### config.mk
export PLATFORM = sky130hd
export DESIGN_NAME = switch_egress_queue
export DESIGN_NICKNAME = d
export VERILOG_FILES = /design/src/rtl/switch_egress_queue_pkg.sv /design/src/rtl/switch_fifo_ram.sv /design/src/rtl/switch_egress_queue.sv
export SDC_FILE = /design/constraint.sdc
export NUM_CORES = 1
export LEC_CHECK = 0
export CAP_MARGIN = 20
export CORE_UTILIZATION = 50
export CTS_CLUSTER_SIZE = 40
export DETAILED_ROUTE_END_ITERATION = 7
export PLACE_DENSITY = 0.84
export SETUP_SLACK_MARGIN = 0.15
export SLEW_MARGIN = 30
export SYNTH_ARGS = -nofsm -noshare
export SYNTH_HDL_FRONTEND = slang
export SYNTH_HIERARCHICAL = 1
export SYNTH_SLANG_ARGS = --single-unit
### constraint.sdc
create_clock -name clk_i -period 2.51 [get_ports clk_i]
set_input_delay 0.502 -clock clk_i [delete_from_list [all_inputs] [get_ports clk_i]]
set_output_delay 0.502 -clock clk_i [all_outputs]
set_load 0.05 [all_outputs]
### src/rtl/switch_egress_queue_pkg.sv
// Shared definitions for the switch egress path.
//   SW_N_PORTS  : number of switch ports
//   SW_PORT_AW  : port address width
//   SW_DW       : default data word width
//   SW_AW       : default egress storage address width
//   eq_state_e  : egress delivery FSM states
package switch_egress_queue_pkg;

  localparam int SW_N_PORTS = 4;
  localparam int SW_PORT_AW = 2;
  localparam int SW_DW      = 4;
  localparam int SW_AW      = 2;

  typedef enum logic {
    EQ_IDLE    = 1'b0,
    EQ_PRESENT = 1'b1
  } eq_state_e;

endpackage

### src/rtl/switch_fifo_ram.sv
// Egress storage array: 2**AW x DW registers, one synchronous write port,
// one asynchronous read port. No reset; validity is tracked by the owner.
//   clk_i  : clock
//   we     : write enable
//   waddr  : write address
//   wdata  : write data
//   raddr  : read address
//   rdata  : read data (combinational from raddr)
module switch_fifo_ram
  import switch_egress_queue_pkg::*;
#(
  parameter int DW = SW_DW,
  parameter int AW = SW_AW
) (
  input  logic          clk_i,
  input  logic          we,
  input  logic [AW-1:0] waddr,
  input  logic [DW-1:0] wdata,
  input  logic [AW-1:0] raddr,
  output logic [DW-1:0] rdata
);

  logic [DW-1:0] mem [2**AW];

  always_ff @(posedge clk_i) begin
    if (we) begin
      mem[waddr] <= wdata;
    end
  end

  assign rdata = mem[raddr];

endmodule

### src/rtl/switch_egress_queue.sv
// Per-output-port egress buffer. Words from the crossbar write stage are
// stored in a circular buffer and handed one at a time to the attached
// device through an output register with a valid/ack handshake.
//   clk_i   : clock, all logic on posedge
//   rst_i   : synchronous active-high reset
//   fifo_i  : write data from the crossbar data buffer
//   wen     : write strobe for this port
//   full    : storage holds DEPTH words
//   count_o : words in storage (excludes the output register)
//   ovf_o   : sticky, a write was dropped
//   dat_o   : word presented to the device
//   validrx : dat_o is valid
//   ackrx   : device accepts dat_o
//
// FSM
//   state      | meaning
//   EQ_IDLE    | output register empty, validrx=0, ackrx ignored
//   EQ_PRESENT | dat_o holds a word, validrx=1, waiting for ackrx
module switch_egress_queue
  import switch_egress_queue_pkg::*;
#(
  parameter int DW = SW_DW,
  parameter int AW = SW_AW
) (
  input  logic          clk_i,
  input  logic          rst_i,
  input  logic [DW-1:0] fifo_i,
  input  logic          wen,
  output logic          full,
  output logic [AW:0]   count_o,
  output logic          ovf_o,
  output logic [DW-1:0] dat_o,
  output logic          validrx,
  input  logic          ackrx
);

  localparam int          DEPTH    = 2**AW;
  localparam logic [AW:0] CNT_FULL = (AW+1)'(DEPTH);
  localparam logic [AW:0] CNT_ONE  = (AW+1)'(1);
  localparam logic [AW-1:0] PTR_ONE = AW'(1);

  eq_state_e     state;
  logic [AW-1:0] wr_ptr;
  logic [AW-1:0] rd_ptr;
  logic [DW-1:0] rd_data;
  logic [AW:0]   count_d;
  logic          pop;
  logic          push;

  // The output register is refilled whenever it is empty or being acked.
  assign pop  = (count_o != '0) &&
                ((state == EQ_IDLE) || ((state == EQ_PRESENT) && ackrx));
  // A pop in the same cycle frees a slot, so a write at full is still accepted.
  assign push = wen && ((count_o < CNT_FULL) || pop);
  assign full = (count_o == CNT_FULL);

  always_comb begin
    count_d = count_o;
    if (push && !pop) begin
      count_d = count_o + CNT_ONE;
    end else if (pop && !push) begin
      count_d = count_o - CNT_ONE;
    end
  end

  switch_fifo_ram #(
    .DW(DW),
    .AW(AW)
  ) u_ram (
    .clk_i (clk_i),
    .we    (push && !rst_i),
    .waddr (wr_ptr),
    .wdata (fifo_i),
    .raddr (rd_ptr),
    .rdata (rd_data)
  );

  always_ff @(posedge clk_i) begin
    if (rst_i) begin
      wr_ptr  <= '0;
      rd_ptr  <= '0;
      count_o <= '0;
      ovf_o   <= 1'b0;
      state   <= EQ_IDLE;
      validrx <= 1'b0;
      dat_o   <= '0;
    end else begin
      count_o <= count_d;
      if (push) begin
        wr_ptr <= wr_ptr + PTR_ONE;
      end
      if (pop) begin
        rd_ptr <= rd_ptr + PTR_ONE;
      end
      if (wen && !push) begin
        ovf_o <= 1'b1;
      end
      case (state)
        EQ_IDLE: begin
          if (pop) begin
            state   <= EQ_PRESENT;
            validrx <= 1'b1;
            dat_o   <= rd_data;
          end
        end
        EQ_PRESENT: begin
          if (ackrx) begin
            if (pop) begin
              dat_o <= rd_data;
            end else begin
              // dat_o keeps the last delivered word
              state   <= EQ_IDLE;
              validrx <= 1'b0;
            end
          end
        end
        default: begin
          state   <= EQ_IDLE;
          validrx <= 1'b0;
        end
      endcase
    end
  end

endmodule

==> results.md <==
* HPWL after detailed placement at 1520 microns
* Final hold violations at 0
* Grt met2 use at 29.9%
* Arr. time, crit path at 2.49 ns
* CTS sink cnt at 30
* Net Switching at 0.000644 W
* Area grow syn2layout at 25.8%
* Ant. Diodes at 0
* Filler cells at 169
* Largest net degree at the start of global routing at 17
* Worst Tran Pin Value at 0.520 ns
* Clk_skew at 0.00899 ns
* Hold WC Path Type: flip-flop to flip-flop
* Clk slew on worst S/H paths at 0.09 ns
* Final Core Density at 69.1%
* All-Layer GR Usage at 19.2%
* Area contributors post-synth: edfxtp_1, dfxtp_1, mux4_1
* Worst Setup Start Kind: input port
* Row cnt at 17
* Drt pass-1 iters at 4
* Die Y at 52.3 microns
* Antenna violations before repair at 0
* Placeable Area at 2300 sq um
* Ys async rst share at 0%
* Comb power frac at 43.0%
* Layout Cells excl Fill at 153
* Gpl congestion at 0.769
* Vias in the first global route at 766
* Leakage at 0.599 nW
* Req. time, crit path at 2.77 ns
* Fin crit period at 2.23 ns
* # IOs at 18
* P_int at 0.00103 W
* Area share of the largest cell type after synthesis at 38.1%
* Max_slew headroom at 65.5%
* Reg2reg path depth at 9
* Largest area contributor in the netlist: edfxtp_1
* Initial Util at 55.0%
* Total gr overflow at 0
* Power Density at 1060 nW/um^2
* Routed Antenna Nets at 0
* Worst R2R Start: count_o[2]
* Clock share of power at 16.0%
* Layout cells sized above 1 at 18.4%
* Outcome: finished clean
* IO buf count at 17
* Most common library cells after synthesis: edfxtp_1, dfxtp_1, a21oi_1
* Drt first-iter violations at 11
* Placed cell count at 142
* Residual DRC at 0
* Post-synthesis sequential area ratio at 60.3%
* Via count of the routed design at 825
* Reg-to-Reg End: count_o[2]
* Final setup fails at 0
* Hold Buf Count CTS at 0
* GRT busiest layer: met2
* Setup_tns at 0 ns
* Period utilization at 89.0%
* Most common cell in the netlist: edfxtp_1
* Clk root buf: clkbuf_4
* Via/cell ratio at 5.39
* Clock latency on the worst-skew pair at 0.32 ns
* Chip Width at 52.3 microns
* Total CTS buffers at 5
* Final Net Count at 134
* Mapped cell area at 1260 sq um
* Htree depth at 2
* Die ar. at 2730 sq um
* Warnings from Yosys at 6
* RSZ-0062 raised after global routing: false
* Sw Share at 38.4%
* Clock buffer depth at 2
* Peak Freq at 448 MHz
* Mean area per synthesized cell at 13.4 sq um
* GRT met1 Usage at 20.6%
* Peak supply drop at 0.679 mV
* Synthesis-stage register bit count at 30
* Critical path destination: count_o[2]
* Number of max-cap violations at 0
* Number of synthesized flops with an enable pin at 16
* Setup Crit Path Kind: input port to flip-flop
* Yosys cell types at 28
* Post-DR wirelength/cell at 13.9 microns
* Mapped Nets at 104
* M3 GR Usage at 10.7%
* First-pass GRT wire length at 3420 microns
* Crit path max fanout at 4
* Register-to-Register Setup Slack at 0.47 ns
* Crit. Startpoint: ackrx
* Sequential Power Share at 41.0%
* Post-Syn Instances at 94
* Synth Flop Type: edfxtp_1
* CTS tree: built
* Pins Over Slew Limit at 0
* DRT Wirelength at 2120 microns
* Setup crit end kind: flip-flop
## power groups by stage
stage	Clock, W	Combinational, W	Sequential (W)
CTS	0.000278	0.000679	0.000688
finish	0.000268	0.000721	0.000687
detailed placement	0	0.000679	0.000700
global placement	0	0.000658	0.000693
global route	0.000305	0.000775	0.000701
floorplan	0	0.000336	0.000851
## layout by cell type, fill, tap and decap left out, drive strengths merged, types with 4 or more instances in the layout
cell type and count:
inv 4, clkbuf 5, a21oi 9, or3b 4
mux4 4, nor2b 4, dfxtp 14, o21ai 6
edfxtp 16, buf 10, clkdlybuf4s50 16, nor2 7
## registers in the layout, indices dropped and copies added (netlist names)
name	cells
count_o	3
dat_o	4
ovf_o	1
rd_ptr	2
state	1
u_ram/mem	16
validrx	1
wr_ptr	2
## how the worst min path moves through the flow
| stage | startpoint | end | depth (start not counted) |
|---|---|---|---|
| final | ovf_o | ovf_o | 2 |
| after CTS | ovf_o | ovf_o | 2 |
| after floorplan | rd_ptr[1] | rd_ptr[1] | 2 |
| after global placement | validrx | validrx | 1 |
| after detailed placement | ovf_o | ovf_o | 2 |
| after global routing | validrx | validrx | 1 |
## cell type report
type	count	area [sq um]	area share (%)
inverters	4	15.0	0.946
well taps	28	35.0	2.21
repair buffers	27	244	15.4
clock inverters	3	16.3	1.02
multi-input cells	56	479	30.2
clock buffers	5	37.5	2.36
flip-flops and latches	30	761	47.9
## layer usage
layer	part of all wire [%]	up-vias	routed length, microns
met4	2.0	0	42
li1	-	416	-
met5	0	-	0
met3	4.8	8	101
met1	43	375	911
met2	50	26	1070
## stage by stage
| step | total power [W] | setup slack (ns) | instance area, sq um | hold slack [ns] |
|---|---|---|---|---|
| floorplan | 0.00119 | 0.180 | 1270 | 0.498 |
| global placement | 0.00135 | 0.00184 | 1510 | 0.447 |
| detailed placement | 0.00138 | -0.104 | 1510 | 0.464 |
| CTS | 0.00164 | 0.215 | 1560 | 0.485 |
| global route | 0.00178 | 0.200 | 1590 | 0.516 |
| finish | 0.00168 | 0.277 | 1590 | 0.478 |
## kinds of logic (layout without fill, tap and decap cells)
logic type | Yosys count | after routing | synth area share (%)
flops | 30 | 30 | 60.3
fa+ha+maj | 2 | 2 | 2.58
xor+xnor | 2 | 2 | 1.39
buf+inv | 8 | 39 | 2.97
compound gates | 20 | 20 | 8.72
mux | 7 | 7 | 10.9
simple gates | 25 | 25 | 13.2
## worst max-delay path, cell delays in order
cell	delay [ns]
clkdlybuf4s50_1	0.53
nor2b_4	0.07
a21boi_2	0.16
ha_1	0.18
inv_1	0.06
fa_1	0.38
xor2_1	0.16
or3_1	0.31
a21oi_1	0.14
## repair_timing
action / in CTS / in global routing
setup buffers: 0 / 3
endpoints found under the hold margin: 0 / 0
resized for setup: 1 / 1
pin swaps: 0 / 1
endpoints found under the setup margin: 1 / 1
Power figures use the tool's default switching activity.
